[src/rtl/frac_tcam_pkg.sv]
// Shared types and constants for the fractured LUTRAM TCAM update front end.
package frac_tcam_pkg;

  localparam int SLICE_W = 5;
  localparam int KEYS    = 32;
  localparam int GROUP   = 8;

  typedef enum logic [1:0] {
    INIT,
    IDLE,
    PROG,
    FLUSH
  } state_t;

  function automatic int calc_aw(input int d);
    return (d > 1) ? $clog2(d) : 1;
  endfunction

  function automatic int calc_groups(input int d);
    return d / GROUP;
  endfunction

  function automatic int calc_gw(input int d);
    return (calc_groups(d) > 1) ? $clog2(calc_groups(d)) : 1;
  endfunction

endpackage

[src/rtl/frac_tcam_updater_if.sv]
// Update/search request and result bundle between a requester and frac_tcam_updater.
interface frac_tcam_updater_if #(
  parameter int W = 5,
  parameter int D = 64
);
  localparam int AW = frac_tcam_pkg::calc_aw(D);

  logic          upd_valid;
  logic          upd_ready;
  logic [AW-1:0] upd_addr;
  logic [W-1:0]  upd_value;
  logic [W-1:0]  upd_mask;
  logic          upd_del;
  logic          srch_valid;
  logic          srch_ready;
  logic [W-1:0]  srch_key;
  logic          res_valid;
  logic [D-1:0]  res_match;

  modport master (
    output upd_valid, upd_addr, upd_value, upd_mask, upd_del, srch_valid, srch_key,
    input  upd_ready, srch_ready, res_valid, res_match
  );

  modport slave (
    input  upd_valid, upd_addr, upd_value, upd_mask, upd_del, srch_valid, srch_key,
    output upd_ready, srch_ready, res_valid, res_match
  );
endinterface

[src/rtl/frac_tcam_rule_gen.sv]
// Combinational LUT contents for one write group at sweep key k:
// bit i*8+j is 1 when entry j's slice i accepts key k.
module frac_tcam_rule_gen
  import frac_tcam_pkg::*;
#(
  parameter int W = 5
) (
  input  logic [SLICE_W-1:0]          i_k,
  input  logic [GROUP-1:0]            i_valid,
  input  logic [GROUP-1:0][W-1:0]     i_value,
  input  logic [GROUP-1:0][W-1:0]     i_mask,
  output logic [W*GROUP/SLICE_W-1:0]  o_rules
);
  localparam int N = W / SLICE_W;

  genvar gi, gj;
  generate
    for (gi = 0; gi < N; gi++) begin : g_slice
      for (gj = 0; gj < GROUP; gj++) begin : g_ent
        assign o_rules[gi*GROUP+gj] = i_valid[gj] &&
            (((i_k ^ i_value[gj][gi*SLICE_W +: SLICE_W]) & i_mask[gj][gi*SLICE_W +: SLICE_W]) == '0);
      end
    end
  endgenerate
endmodule

[src/rtl/frac_tcam_updater.sv]
// Update/search front end for the fractured LUTRAM TCAM: clears the array, reprograms
// one write group from a shadow copy per update. Optional delete: FRAC_TCAM_UPD_DELETE_EN.
module frac_tcam_updater
  import frac_tcam_pkg::*;
#(
  parameter int W = 5,
  parameter int D = 64
) (
  input  logic                        clk,
  input  logic                        reset,
  frac_tcam_updater_if.slave          bus,
  output logic                        busy,
  output logic [W-1:0]                tcam_sk,
  output logic [D/GROUP-1:0]          tcam_we,
  output logic [W*GROUP/SLICE_W-1:0]  tcam_rules,
  input  logic [D-1:0]                tcam_match
);
  localparam int N  = W / SLICE_W;
  localparam int AW = calc_aw(D);
  localparam int GW = calc_gw(D);
  localparam int RW = N * GROUP;

  state_t              r_state, w_state_next;
  logic [SLICE_W-1:0]  r_k, w_k_next;
  logic [GW-1:0]       r_grp;
  logic [W-1:0]        r_value [D];
  logic [W-1:0]        r_mask  [D];
  logic [D-1:0]        r_valid;
  logic                r_res_valid;
  logic [D-1:0]        r_res_match;

  logic                w_upd_ready, w_srch_ready;
  logic                w_upd_fire, w_srch_fire, w_del;
  logic [GW-1:0]       w_upd_grp;
  logic [GROUP-1:0]    w_grp_valid;
  logic [GROUP-1:0][W-1:0] w_grp_value, w_grp_mask;
  logic [RW-1:0]       w_rules;

`ifdef FRAC_TCAM_UPD_DELETE_EN
  assign w_del = bus.upd_del;
`else
  logic w_unused_del;
  assign w_unused_del = bus.upd_del;
  assign w_del        = 1'b0;
`endif

  assign w_upd_fire  = (r_state == IDLE) && bus.upd_valid;
  assign w_srch_fire = (r_state == IDLE) && !bus.upd_valid && bus.srch_valid;
  assign w_upd_grp   = GW'(bus.upd_addr >> 3);

  // Present the latched group's 8 shadow rules to the rule generator.
  genvar gi;
  generate
    for (gi = 0; gi < GROUP; gi++) begin : g_grp_rd
      logic [AW-1:0] w_idx;
      assign w_idx           = AW'({r_grp, 3'(gi)});
      assign w_grp_valid[gi] = r_valid[w_idx];
      assign w_grp_value[gi] = r_value[w_idx];
      assign w_grp_mask[gi]  = r_mask[w_idx];
    end
  endgenerate

  frac_tcam_rule_gen #(.W(W)) u_rule_gen (
    .i_k     (r_k),
    .i_valid (w_grp_valid),
    .i_value (w_grp_value),
    .i_mask  (w_grp_mask),
    .o_rules (w_rules)
  );

  always_comb begin
    w_state_next = r_state;
    w_k_next     = r_k;
    w_upd_ready  = 1'b0;
    w_srch_ready = 1'b0;
    busy         = 1'b1;
    tcam_sk      = '0;
    tcam_we      = '0;
    tcam_rules   = '0;
    case (r_state)
      INIT: begin
        tcam_sk  = {N{r_k}};
        tcam_we  = '1;
        w_k_next = r_k + 1'b1;
        if (r_k == SLICE_W'(KEYS - 1)) w_state_next = FLUSH;
      end
      IDLE: begin
        busy         = 1'b0;
        w_upd_ready  = 1'b1;
        w_srch_ready = !bus.upd_valid;
        tcam_sk      = bus.srch_key;
        if (bus.upd_valid) begin
          w_state_next = PROG;
          w_k_next     = '0;
        end
      end
      PROG: begin
        tcam_sk        = {N{r_k}};
        tcam_we[r_grp] = 1'b1;
        tcam_rules     = w_rules;
        w_k_next       = r_k + 1'b1;
        if (r_k == SLICE_W'(KEYS - 1)) w_state_next = FLUSH;
      end
      // One quiet cycle lets the last LUTRAM write settle before searches resume.
      FLUSH: w_state_next = IDLE;
      default: w_state_next = INIT;
    endcase
  end

  always_ff @(posedge clk) begin
    if (reset) begin
      r_state     <= INIT;
      r_k         <= '0;
      r_grp       <= '0;
      r_valid     <= '0;
      r_res_valid <= 1'b0;
      r_res_match <= '0;
    end else begin
      r_state     <= w_state_next;
      r_k         <= w_k_next;
      r_res_valid <= w_srch_fire;
      if (w_srch_fire) r_res_match <= tcam_match;
      if (w_upd_fire) begin
        r_grp                  <= w_upd_grp;
        r_valid[bus.upd_addr]  <= !w_del;
      end
    end
  end

  always_ff @(posedge clk) begin
    if (w_upd_fire && !w_del) begin
      r_value[bus.upd_addr] <= bus.upd_value;
      r_mask[bus.upd_addr]  <= bus.upd_mask;
    end
  end

  assign bus.upd_ready  = w_upd_ready;
  assign bus.srch_ready = w_srch_ready;
  assign bus.res_valid  = r_res_valid;
  assign bus.res_match  = r_res_match;
endmodule

[src/flat_wrapper.sv]
// flat-port wrapper written by rule: the top's interface ports become plain ports
module frac_tcam_updater_flat import frac_tcam_pkg::*;
#(
  parameter int W = 5,
  parameter int D = 64
)
  (clk, reset, busy, tcam_sk, tcam_we, tcam_rules, tcam_match, bus_upd_valid, bus_upd_addr, bus_upd_value, bus_upd_mask, bus_upd_del, bus_srch_valid, bus_srch_key, bus_upd_ready, bus_srch_ready, bus_res_valid, bus_res_match);
  frac_tcam_updater_if #(.W(W), .D(D)) bus_i ();
  input  logic clk;
  input  logic reset;
  output logic busy;
  output logic [W-1:0] tcam_sk;
  output logic [D/GROUP-1:0] tcam_we;
  output logic [W*GROUP/SLICE_W-1:0] tcam_rules;
  input  logic [D-1:0] tcam_match;
  input wire logic [$bits(bus_i.upd_valid)-1:0] bus_upd_valid;
  input wire logic [$bits(bus_i.upd_addr)-1:0] bus_upd_addr;
  input wire logic [$bits(bus_i.upd_value)-1:0] bus_upd_value;
  input wire logic [$bits(bus_i.upd_mask)-1:0] bus_upd_mask;
  input wire logic [$bits(bus_i.upd_del)-1:0] bus_upd_del;
  input wire logic [$bits(bus_i.srch_valid)-1:0] bus_srch_valid;
  input wire logic [$bits(bus_i.srch_key)-1:0] bus_srch_key;
  output wire logic [$bits(bus_i.upd_ready)-1:0] bus_upd_ready;
  output wire logic [$bits(bus_i.srch_ready)-1:0] bus_srch_ready;
  output wire logic [$bits(bus_i.res_valid)-1:0] bus_res_valid;
  output wire logic [$bits(bus_i.res_match)-1:0] bus_res_match;
  assign bus_i.upd_valid = bus_upd_valid;
  assign bus_i.upd_addr = bus_upd_addr;
  assign bus_i.upd_value = bus_upd_value;
  assign bus_i.upd_mask = bus_upd_mask;
  assign bus_i.upd_del = bus_upd_del;
  assign bus_i.srch_valid = bus_srch_valid;
  assign bus_i.srch_key = bus_srch_key;
  assign bus_upd_ready = bus_i.upd_ready;
  assign bus_srch_ready = bus_i.srch_ready;
  assign bus_res_valid = bus_i.res_valid;
  assign bus_res_match = bus_i.res_match;
  frac_tcam_updater #(.W(W), .D(D)) u_core (.clk(clk), .reset(reset), .bus(bus_i), .busy(busy), .tcam_sk(tcam_sk), .tcam_we(tcam_we), .tcam_rules(tcam_rules), .tcam_match(tcam_match));
endmodule
[config.mk]
export PLATFORM = sky130hd
export DESIGN_NAME = frac_tcam_updater_flat
export DESIGN_NICKNAME = d
export VERILOG_FILES = /design/src/rtl/frac_tcam_pkg.sv /design/src/rtl/frac_tcam_updater_if.sv /design/src/rtl/frac_tcam_rule_gen.sv /design/src/rtl/frac_tcam_updater.sv /design/src/flat_wrapper.sv
export SDC_FILE = /design/constraint.sdc
export NUM_CORES = 1
export LEC_CHECK = 0
export ABC_AREA = 1
export CORE_UTILIZATION = 55
export CTS_CLUSTER_DIAMETER = 60
export DETAILED_ROUTE_END_ITERATION = 8
export DONT_BUFFER_PORTS = 1
export PLACE_DENSITY_LB_ADDON = 0.05
export SLEW_MARGIN = 40
export SYNTH_ARGS = -nofsm -noshare
export SYNTH_HDL_FRONTEND = slang
export SYNTH_SLANG_ARGS = --single-unit
[constraint.sdc]
create_clock -name clk -period 3.3 [get_ports clk]
set_input_delay 0.495 -clock clk [delete_from_list [all_inputs] [get_ports clk]]
set_output_delay 0.495 -clock clk [all_outputs]
set_load 0.05 [all_outputs]
# Yosys cells after proc, flatten, opt, wreduce, memory -nomap -nowiden
# Memory sizes are Yosys's and may differ from the RTL's. A register that Yosys moved wholly into a read port is not among the register bits.
# Cells that the tools add are included.
[totals]
ram_bits = 640
ff_bits = 139
n_memories = 2
input_bits = 90
word_cells = 136
out_inout_bits = 89
[op_classes]
magnitude_cmp = 12
n_eq_ne = 6
mux = 65
n_addsub = 1
reduce_logical = 27
bitwise_logic = 17
[mem_list]
columns = ["name", "depth", "word_bits", "read_ports", "rd_clocked_by_memory_dff", "write_ports", "line", "source"]
rows = [
  ["u_core.r_mask", 64, 5, 8, 8, 1, "frac_tcam_updater.sv:27", "logic [W-1:0] r_mask [D];"],
  ["u_core.r_value", 64, 5, 8, 8, 1, "frac_tcam_updater.sv:26", "logic [W-1:0] r_value [D];"],
]
[op_table]
columns = ["operator", "n"]
rows = [
  ["$mux W6", 32],
  ["$or A64 B64 Y64", 1],
  ["$lt A6 B7 Y1 const B", 9],
  ["$and A5 B5 Y5", 8],
  ["$logic_not A5 Y1", 8],
  ["$xor A5 B5 Y5", 8],
  ["$bmux W1 S3", 8],
  ["$pmux W5 S2", 2],
  ["$pmux W8 S2", 1],
  ["$mux W1", 15],
  ["$logic_and A1 B1 Y1", 13],
  ["$mux W8", 1],
  ["$demux W1 S6", 1],
  ["$ge A6 B1 Y1 const B", 1],
  ["$pmux W2 S3", 1],
  ["$add A5 B1 Y5 const B", 1],
  ["$eq A5 B5 Y1 const B", 1],
  ["$mux W5", 1],
  ["$eq A2 B2 Y1 const B", 2],
  ["$lt A3 B4 Y1 const B", 1],
  ["$mux W2", 2],
  ["$reduce_and A2 Y1", 2],
  ["$demux W1 S3", 1],
  ["$ge A3 B1 Y1 const B", 1],
  ["7 further kinds", 7],
]

# Logic depth before layout (Yosys ltp)
[logic_depth]
depth_word = 5
ltp_mapped = 15
mapped_depth_nobuf = 12

# By module
# A second synthesis with hierarchy kept.
[unflattened]
cells_unflattened = 3173
area_unflattened_um2 = 32170.9
[by_module_without_submodules]
columns = ["mod", "area_each_um2", "seq_area_each_um2", "cells_each", "instances"]
rows = [
  ["frac_tcam_updater", 31278.7, 22061.2, 2973, 1],
  ["frac_tcam_rule_gen", 892.1, 0.0, 200, 1],
]

# Worst setup path after synthesis
# OpenSTA, ideal clock, no wires.
[synth_path]
kind = "register to output"
start = "register (tool-made name)"
end = "output tcam_rules[6]"
required_time_ns = 2.805
t_arrival_ns = 2.025
path_buffers = 3
path_stages_with_launch = 12
path_slack_ns = 0.780
path_cell_list = "dfxtp_1 buf_4 buf_2 clkbuf_1 nor2_1 o21ai_0 nand2_1 nand2_1 nand2_1 nand3b_1 nand2_1 nor2_1"
[synth_rtl]
columns = ["item", "line", "source"]
rows = [
  ["end: declaration", "flat_wrapper.sv:14", "output logic [W*GROUP/SLICE_W-1:0] tcam_rules;"],
]

==> impl_metrics.ini <==
[detailed_routing]
vias = 22500
avgRoutedWirePerCell_um = 21.3
wirelength_um = 86000
drtIter0Drc = 2055
avgViaCountPerCell = 5.58
ant_nets = 0
first_pass_iters = 5
drc_errors = 0

[setup_path]
cpLargestDelayFamily = buffers and inverters
worstPathArrival_ns = 2.64
crit_type = flop to primary output
crit_path_max_incr_delay_ns = 0.53
end_kind = primary output
startpoint_type = flop
worstPathRequired_ns = 2.80
critPathBufInv = 6
path_cells = inv_16 > buf_6 > buf_6 > nand2_1 > nand3_1 > nand2_1 > nand2_1 > nand2_1 > inv_1 > nand3_1 > nand2_1 > inv_1 > nand2_1 > nor2_2 > buf_6
critPathMaxFanout = 43
critPathMostFrequentCell = nand2_1
cpMaxStageDelayCell = dfxtp_4

[clock_tree]
clk_pin_slew_ns = 0.06
htree_levels = 3
clockBufferDepth = 3
cts_made_buffers = 80
clk_latency_ns = 0.62
cts_sinks = 782
cts_tree = built
root_buffer = clkbuf_16

[die]
die_h_um = 245
initial_core_util_pct = 55.9
num_io_pins = 179
fp.dieW_um = 245
rows = 88
core_area_mm2 = 0.0579
die-area_mm2 = 0.0599

[power_and_ir_drop]
power_frac_seq_pct = 54.5
intPower_mw = 15.6
comb_power_share_pct = 2.1
p_leak_nw = 14.5
clock_power_share_pct = 43.4
sw_frac_of_total_pct = 20.3
power.density_mw_per_mm2 = 532
switching_power_mw = 3.97
ir_drop_v = 0.000395

[layout]
design_area_mm2 = 0.0368
fin_cells = 4039
drive_gt1_share_pct = 8.86
syn_to_final_growth_pct = 13.5
fin_nets = 3308
fillCellCount = 4668

[timing]
period_minus_slack_ns = 3.14
slew_violations = 0
rsz0062_at_grt = false
worst_pin_slew_ns = 0.839
setup_viol = 0
fin_crit_sh_pct = 95.1
fin_skew_ns = 0.0210
fmax_mhz = 319
fin_tns_setup_ns = 0
finalHoldViolations = 0
slew_headroom_pct = 44.0

[synthesis]
synth_compound_area_share_pct = 4.83
synthDistinctLibCells = 30
muxShareOfSynthArea_pct = 0
ys_warn_count = 0
avgSynthCellArea_um2 = 10.2
syn_inst = 3175
synth_xor_area_share_pct = 0.0270
synthAdderAreaFrac_pct = 0.0773
yosys.area_share.simple_pct = 21.5
synth-seq-area-share_pct = 68.1
ys_seq_elements = 782
syn_nets = 3267
syn_area_mm2 = 0.0324
synth_top_family_by_area = simple AND/OR/NAND/NOR gates

[placed_design]
dp_hpwl_um = 46600
placed_area_mm2 = 0.0335
port_buffers = 0
dp_cells = 3863
finalWeightedCongestion = 0.824

[global_routing]
antenna_found_initial = 2
grt_start_max_net_pins = 92
grt_overflow = 0
grt_use_total_pct = 28.5
grt_first_pass_wirelength_um = 128000
grt_pass1_vias = 21200

[run]
drv_cap = 0

[run_status]
outcome = finished clean

[min_path]
hp-class = primary input to flop
## layout make-up
class | count | area [um2] | share of cell area, %
repair inverters | 1 | 8.76 | 0.0238
multi-input cells | 1954 | 8580 | 23.3
flip-flops and latches | 782 | 22100 | 60.0
clock inverters | 29 | 189 | 0.514
repair buffers | 122 | 1640 | 4.46
well taps | 765 | 957 | 2.60
clock buffers | 110 | 2220 | 6.04
diodes | 1 | 2.50 | 0.00681
inverters | 275 | 1090 | 2.96
## cells by family after synthesis
family                     after synthesis
and+or+nand+nor                       1652
buffers and inverters                  439
DFF                                    782
AOI/OAI and AO/OA                      299
xor gates and xnor gates                 1
adders and majority gates                2
## final timing paths
path	startpoint	cells past startpoint	end	slack, ns
hold reg to reg	u_core.r_valid[49]	2	u_core.r_valid[49]	0.45
setup / recovery	flop	15	tcam_rules[0]	0.16
setup reg to reg	u_core.r_state[0]	10	u_core.r_mask[41][4]	0.65
hold / removal	tcam_match[11]	2	u_core.bus.res_match[11]	0.04
## power by group through the flow
| stage | sequential [mW] | clock [mW] | combinational [mW] |
|---|---|---|---|
| final | 10.7 | 8.48 | 0.420 |
| after global routing | 10.7 | 8.95 | 0.441 |
| after CTS | 10.7 | 8.57 | 0.417 |
| after detailed placement | 10.9 | 0 | 0.204 |
| after global placement | 10.9 | 0 | 0.202 |
| after floorplan | 10.9 | 0 | 0.117 |
## cells in the final DEF, fill, tap and decap left out, types with 6 or more instances in the layout
cell type,instances
clkinv_2,11
o22ai_1,6
nor2_4,8
nor2_1,373
buf_12,14
inv_2,9
edfxtp_1,640
clkbuf_1,23
nor3_1,6
o21ai_1,32
inv_1,255
dfxtp_1,139
buf_6,13
buf_16,19
buf_4,68
a21oi_1,96
nor2_2,19
nand3_1,362
clkbuf_16,87
o211ai_1,18
o21ai_0,141
nand2_1,865
clkinv_1,14
nor2_8,12
## cells in the mapped netlist
| master | number | area (um2) |
|---|---|---|
| nand2_1 | 865 | 3250 |
| edfxtp_1 | 640 | 19200 |
| nor2_1 | 382 | 1430 |
| nand3_1 | 362 | 1810 |
| inv_1 | 255 | 957 |
| o21ai_0 | 158 | 791 |
| dfxtp_1 | 142 | 2840 |
| a21oi_1 | 96 | 480 |
| buf_2 | 81 | 405 |
| clkbuf_1 | 60 | 225 |
| buf_1 | 22 | 82.6 |
| o211ai_1 | 18 | 135 |
| o21ai_1 | 15 | 75.1 |
| inv_2 | 12 | 45.0 |
| nor2_8 | 12 | 240 |
| nor2_2 | 11 | 68.8 |
| nor2_4 | 7 | 78.8 |
| nor3_1 | 6 | 30.0 |
| o22ai_1 | 6 | 37.5 |
| a22oi_1 | 5 | 37.5 |
| inv_4 | 4 | 25.0 |
| or2_2 | 4 | 25.0 |
| clkinv_1 | 2 | 7.51 |
| ha_1 | 2 | 25.0 |
| inv_6 | 2 | 17.5 |
| nand4_1 | 2 | 12.5 |
| buf_4 | 1 | 7.51 |
| nand3b_1 | 1 | 7.51 |
| o31ai_1 | 1 | 7.51 |
| xor2_1 | 1 | 8.76 |
## state kept, by name (all words and copies together), names as in the netlist, named ones only
signal	cells
u_core.bus.res_valid	1
u_core.r_valid	64
u_core.r_mask	320
u_core.r_state	2
u_core.r_value	320
u_core.bus.res_match	64
u_core.r_k	5
u_core.r_grp	3
## per-layer routing
layer / global-route usage, % / wire (um) / vias to the layer above
met5: 0 / 0 / -
met4: 9.71 / 2240 / 0
met3: 5.07 / 6960 / 132
met2: 45.7 / 40400 / 841
met1: 39.4 / 36400 / 10900
li1: - / - / 10600
## timing repair
action                     in CTS  in global routing
pin swaps                       0                  1
cloned                          4                  5
setup buffers                   4                  8
hold endpoints to repair      662                  0
setup endpoints to repair       8                  8
gates resized for setup        16                 30
hold buffers                   15                  0
## worst reg2reg max path: stages, from the launching register on
cell	delay (ns)
dfxtp_1	0.61
inv_2	0.22
nor2_8	0.14
inv_4	0.11
nor2_8	0.17
inv_4	0.09
nor2_8	0.10
inv_6	0.08
nor2_8	0.13
inv_2	0.08
nor2_2	0.55
## per-stage QoR
stage | power [mW] | utilization, % | worst slack (ns) | hold WS [ns]
CTS | 19.6 | 63.0 | 0.00113 | 0.00674
floorplan | 11.0 | - | 0.780 | 0.431
finish | 19.6 | 63.5 | 0.163 | 0.0371
detailed placement | 11.1 | 57.8 | 0.517 | 0.442
global route | 20.0 | 63.5 | 0.00216 | 0.0507
global placement | 11.1 | 57.8 | 0.463 | 0.436
(Power assumes the default switching activity.)
